File: config.mk
export PLATFORM = sky130hd
export DESIGN_NAME = serial_deserializer
export DESIGN_NICKNAME = d
export VERILOG_FILES = /design/src/rtl/serial_deserializer.sv
export SDC_FILE = /design/constraint.sdc
export NUM_CORES = 1
export LEC_CHECK = 0
export CORE_UTILIZATION = 35
export CTS_CLUSTER_SIZE = 14
export DETAILED_ROUTE_END_ITERATION = 6
export REMOVE_ABC_BUFFERS = 1
export SYNTH_ARGS = -nofsm -noshare
export SYNTH_HDL_FRONTEND = slang
export SYNTH_SLANG_ARGS = --single-unit
File: constraint.sdc
create_clock -name serial_clk -period 2 [get_ports serial_clk]
set_input_delay 0.4 -clock serial_clk [delete_from_list [all_inputs] [get_ports serial_clk]]
set_output_delay 0.4 -clock serial_clk [all_outputs]
set_load 0.1 [all_outputs]
File: src/rtl/serial_deserializer.sv
// serial_deserializer: receive side of the on-chip bit-serial link.
//
// This block rebuilds WIDTH-bit words from an LSB-first serial stream that is
// qualified by the link_busy envelope. Each word is placed in a single
// holding register, which the consumer drains through an out_valid/out_ready
// handshake.
//
// overrun pulses for one cycle when a word completes while the holding
// register is still occupied and is not being drained on the same edge.
// frame_err pulses for one cycle when the envelope drops in the middle of
// a word.
//
// Optional feature: define SERDES_RX_ERR_CNT_EN to add a saturating error
// counter. It brings the err_count and err_clr ports with it. When the macro
// is left undefined, neither port exists and no counter logic is built.
module serial_deserializer #(
  parameter int WIDTH     = 32,
  parameter int CNT_WIDTH = 8
) (
  input  logic                 serial_clk,
  input  logic                 rst_n,
  input  logic                 serial_data,
  input  logic                 link_busy,
  output logic [WIDTH-1:0]     out_data,
  output logic                 out_valid,
  input  logic                 out_ready,
`ifdef SERDES_RX_ERR_CNT_EN
  output logic [CNT_WIDTH-1:0] err_count,
  input  logic                 err_clr,
`endif
  output logic                 overrun,
  output logic                 frame_err
);

  localparam int CW = $clog2(WIDTH) + 1;
  localparam logic [CW-1:0] LAST_IDX = CW'(WIDTH - 1);

  // Reject configurations the shift/count logic cannot represent.
  if (WIDTH < 2) begin : g_width_check
    $error("serial_deserializer: WIDTH must be at least 2");
  end
  if (CNT_WIDTH < 1) begin : g_cnt_width_check
    $error("serial_deserializer: CNT_WIDTH must be at least 1");
  end

  typedef enum logic {
    IDLE  = 1'b0,
    SHIFT = 1'b1
  } state_t;

  state_t           state;
  logic [CW-1:0]    bit_cnt;
  logic [WIDTH-1:0] shift_reg;

  logic [WIDTH-1:0] shift_next;
  logic             word_done;
  logic             frame_evt;
  logic             drop_evt;

  // Next shift value, completion and error events for the current edge.
  always_comb begin
    shift_next = {serial_data, shift_reg[WIDTH-1:1]};
    word_done  = (state == SHIFT) && link_busy && (bit_cnt == LAST_IDX);
    frame_evt  = (state == SHIFT) && !link_busy;
    // The holding register is full and nobody drains it on this edge.
    drop_evt   = word_done && out_valid && !out_ready;
  end

  // Receive FSM, shift register, holding register and error pulses.
  // NOTE: every register here uses non-blocking assignment, so all
  // right-hand sides see pre-edge values no matter the statement order.
  always_ff @(posedge serial_clk or negedge rst_n) begin
    if (!rst_n) begin
      state     <= IDLE;
      bit_cnt   <= '0;
      // NOTE: shift_reg is cleared as well. A partial word must not survive
      // reset, and this keeps simulation free of X.
      shift_reg <= '0;
      out_data  <= '0;
      out_valid <= 1'b0;
      overrun   <= 1'b0;
      frame_err <= 1'b0;
    end else begin
      overrun   <= drop_evt;
      frame_err <= frame_evt;

      case (state)
        IDLE: begin
          if (link_busy) begin
            shift_reg <= shift_next;
            bit_cnt   <= CW'(1);
            state     <= SHIFT;
          end
        end
        SHIFT: begin
          if (!link_busy) begin
            bit_cnt <= '0;
            state   <= IDLE;
          end else if (word_done) begin
            shift_reg <= shift_next;
            bit_cnt   <= '0;
            state     <= IDLE;
          end else begin
            shift_reg <= shift_next;
            bit_cnt   <= bit_cnt + CW'(1);
          end
        end
        default: begin
          bit_cnt <= '0;
          state   <= IDLE;
        end
      endcase

      // A completed word takes over the holding register whenever the old
      // word is gone or is being drained on this same edge.
      if (word_done && !drop_evt) begin
        out_data  <= shift_next;
        out_valid <= 1'b1;
      end else if (!word_done && out_valid && out_ready) begin
        out_valid <= 1'b0;
      end
    end
  end

`ifdef SERDES_RX_ERR_CNT_EN
  // Saturating error counter. A clear on the same edge wins over an increment.
  always_ff @(posedge serial_clk or negedge rst_n) begin
    if (!rst_n) begin
      err_count <= '0;
    end else if (err_clr) begin
      err_count <= '0;
    end else if ((drop_evt || frame_evt) && (err_count != '1)) begin
      err_count <= err_count + CNT_WIDTH'(1);
    end
  end
`endif

endmodule

Word level (Yosys, flattened, before mapping):

Cells that the tools add are included.

* register bits: 74
* input port bits: 5
* output and inout bits: 35
* word-level logic and storage cells: 35

* add/sub/neg operators: 1
* eq/ne operators: 2
* muxes and demuxes: 11
* bitwise logic cells: 1
* reductions and logical operators: 13

Operator list (count)
* 2-to-1 mux 32 bit: 1
* 2-to-1 mux 6 bit: 3
* one-hot mux 6 bit (2 select lines): 1
* logical AND 1 bit: 8
* adder 6 x 1 -> 6 bit, second input constant: 1
* == test 6 x 5 -> 1 bit, second input constant: 1
* 2-to-1 mux 1 bit: 5
* zero test 1 bit: 4
* != test 2 bit, second input constant: 1
* one-hot mux 1 bit (2 select lines): 1
* nonzero test 2 bit: 1
* NOT 1 bit: 1

Depth between registers and ports, before layout:

* word-level depth: 7
* depth in mapped cells: 7
* mapped depth without buffers: 5

Least setup slack after synthesis:

No wires, ideal clock.

* path type: reg2reg
* from: register out_valid
* to: register out_data[0]
* setup time: 126 ps
* data arrival time: 1992 ps
* required time: 1874 ps
* path slack: -118 ps
* stages on the path, launching flop included: 6
* path buffers: 2
* clock period less this slack: 2118 ps
* cell sequence: dfrtp_1 > or2b_2 > and3b_1 > buf_6 > buf_12 > mux2_4

* cells in the longest elaborated chain, start to end: 4

Ends and longest elaborated chain
* start, declared: RTL line 25 `output logic out_valid,`
* start signal, assigned: RTL line 80 `out_valid <= 1'b0;`
* start signal, assigned: RTL line 118 `out_valid <= 1'b1;`
* start signal, assigned: RTL line 120 `out_valid <= 1'b0;`
* logical AND 1 bit (2 in a row): RTL line 66 `drop_evt = word_done && out_valid && !out_ready;`
* zero test 1 bit: RTL line 116 `if (word_done && !drop_evt) begin`
* logical AND 1 bit: RTL line 116
* end signal, assigned: RTL line 117 `out_data <= shift_next;`
* end, declared: RTL line 24 `output logic [WIDTH-1:0] out_data,`

Every way passes these cells.
A chain may end at the register's enable or synchronous reset.

Worst setup path after layout:

* from: register bit_cnt[1]
* to: register out_data[30]

* cells in the longest elaborated chain, start to end: 6

Ends and longest elaborated chain
* start, declared: RTL line 52 `logic [CW-1:0] bit_cnt;`
* start signal, assigned: RTL line 105 `bit_cnt <= bit_cnt + CW'(1);`
* == test 6 x 5 -> 1 bit *: RTL line 63 `word_done = (state == SHIFT) && link_busy && (bit_cnt == LAST_IDX);`
* logical AND 1 bit *: RTL line 63
* logical AND 1 bit (2 in a row): RTL line 66
* zero test 1 bit: RTL line 116
* logical AND 1 bit *: RTL line 116

Mark *: on every way between the ends. The rest lies on a longest branch, timed or not.

==> results.cfg <==
[final_layout]
fillCellCount = 757
multi_input_area_mm2 = 0.00104
ff_latch_area_mm2 = 0.00183
final_cell_mix = dfrtp_1, buf_4, mux2_2
num_antenna_cells = 0
nNetsFinal = 233
fin_area_mm2 = 0.00360
largest_register_ffs = 32
finalNonFillerCells = 337
final_common_cell = dfrtp_1
area_delta_synth_final_pct = 21.7
drive_gt1_share_pct = 55.2

[floorplan]
num_rows = 33
io-pin-count = 40
die_area_mm2 = 0.00881
core_area_mm2 = 0.00818
start_util_pct = 36.1
die_h_um = 93.9
die-width_um = 93.9

[clock_network]
cts_sinks = 73
cts_buffer_depth = 2
cts-root-buf = clkbuf_8
cts_setup_buffers = 0
cts.reportedPaths.clkPinSlew_ns = 0.08
cts_made_buffers = 9
hold_buffers = 0
cts_max_level = 3
clk_latency_ns = 0.34
cts_resized = 0
cts_tree = yes

[setup_path]
r2r_end = out_data[30]
critPathMaxFanout = 23
r2r_start = bit_cnt[1]
crit_path_end_kind = flop
cp.required_ns = 2.23
cp-start-kind = flop
reg2reg_depth = 6
reg2reg_slack_ns = 0.13
criticalPathCategory = reg2reg
worstPathArrival_ns = 2.10

[routing]
drcViolationCount = 0
dr.pass1.iters = 4
drt_iter0_drc = 65
vias_per_cell = 4.59
drt-total-wl_um = 4730
ant_nets = 0
wl_per_cell_um = 14.0
dr_total_vias = 1548

[synthesis]
yosysUniqueCellTypes = 27
synth-seq-cells = 73
yosysSeqAreaShare_pct = 61.8
syn_inst = 178
netlist_area_mm2 = 0.00295
syn_area_per_cell_um2 = 16.6
yosys_warnings = 0

[global_routing]
grtUsageMet1_pct = 16.8
first_global_vias = 1538
met3_usage_pct = 4.85
grt.busiest_layer = met1
grt_max_degree = 43
grt_pass1_wl_um = 7800
antenna_found_initial = 0
grt_usage_pct = 11.7
met2_usage_pct = 16.0
gr-total-overflow = 0

[timing]
finClkSkew_ns = 0.00659
tightestPinTransition_ns = 0.546
clock.fmax_mhz = 533
finalHoldViolCount = 0
slew_headroom_pct = 63.6
finalSetupViolCount = 0
drv_slew = 0
rsz0062_at_grt = false
fin_crit_sh_pct = 93.7
post-route-min-period_ns = 1.87

[pwr]
ir_worst_vdd_uv = 502
leakagePower_nw = 1.74
powerDensity_mw_per_mm2 = 982

[min_path]
min-delay-path-class = in2async

[run_status]
status = finished clean

[flow_run]
drv_cap = 0

[placement]
dp_hpwl_um = 3070
place_inst = 321
gp_congestion = 0.744
placed_cell_area_mm2 = 0.00338
port_buffers = 39
## per-stage QoR
stage	worst slack, ns	setup TNS, ns	utilization, %	total power [mW]	hold slack, ns
after floorplan	-0.801	-23.33	-	2.16	0.104
after global placement	0.0279	0	41.3	2.31	0.429
after detailed placement	0.0239	0	41.3	2.32	0.426
after CTS	0.112	0	44.0	3.58	0.0543
after global routing	0.0175	0	44.0	3.71	0.0759
final	0.126	0	44.0	3.53	0.0439
## worst max path at each step
stage	startpoint	cells past startpoint	slack (ns)	to
after floorplan	out_valid	3	-0.80	out_data[30]
after global placement	out_ready	5	0.03	out_data[15]
after detailed placement	out_ready	5	0.02	out_data[0]
after CTS	bit_cnt[1]	6	0.11	out_data[30]
after global routing	bit_cnt[1]	6	0.02	out_data[30]
final	bit_cnt[1]	6	0.13	out_data[30]
## cell usage after synthesis
| cell type | count | area share (%) |
|---|---|---|
| or2b_2 | 1 | 0.30 |
| a21oi_1 | 1 | 0.17 |
| ha_1 | 1 | 0.42 |
| buf_6 | 1 | 0.38 |
| mux2_4 | 30 | 15 |
| nand2_1 | 6 | 0.76 |
| nor3_1 | 1 | 0.17 |
| nor2_1 | 2 | 0.25 |
| mux2_2 | 33 | 13 |
| buf_12 | 3 | 2.0 |
| xnor2_1 | 1 | 0.30 |
| o21a_1 | 1 | 0.25 |
| a221o_1 | 1 | 0.34 |
| nor2b_1 | 1 | 0.21 |
| dfrtp_1 | 73 | 62 |
| nor3b_4 | 1 | 0.64 |
| and3_1 | 2 | 0.42 |
| o21ai_0 | 4 | 0.68 |
| and3b_1 | 1 | 0.30 |
| xor2_1 | 1 | 0.30 |
| clkbuf_1 | 1 | 0.13 |
| nand3_1 | 4 | 0.68 |
| a2111oi_0 | 1 | 0.30 |
| nand3_2 | 1 | 0.34 |
| nand4_1 | 1 | 0.21 |
| a21boi_0 | 1 | 0.25 |
| buf_1 | 4 | 0.51 |
## area by class of cell
cell class,instances,share of cell area (%)
clock buffer,9,3.44
clock inverter,7,2.64
multi-input combinational,96,28.9
sequential,73,50.8
tap,105,3.65
timing repair buffer,47,10.6
## power breakdown
part / internal [mW] / switching (mW)
logic: 0.233 / 0.123
registers: 1.74 / 0.186
clock network: 0.702 / 0.551
## worst max-delay path, stage by stage, from the launching register on
cell and delay, ns:
dfrtp_1 0.38, ha_1 0.23, nand3_2 0.12, nor3b_4 0.20, and3b_2 0.25, buf_12 0.22
mux2_2 0.35
## metal layers
| layer | part of all wire, % | vias to the layer above |
|---|---|---|
| li1 | - | 730 |
| met1 | 52 | 777 |
| met2 | 42 | 33 |
| met3 | 5.0 | 8 |
| met4 | 1.3 | 0 |
| met5 | 0 | - |
## kinds of logic after synthesis
group	after synthesis	share of synthesized area [%]
DFF	73	61.8
muxes	63	27.8
and+or+nand+nor	21	4.28
AOI/OAI and AO/OA	9	1.99
buffers and inverters	9	3.05
xor gates and xnor gates	2	0.593
adders and majority gates	1	0.423
(Power assumes the default switching activity.)
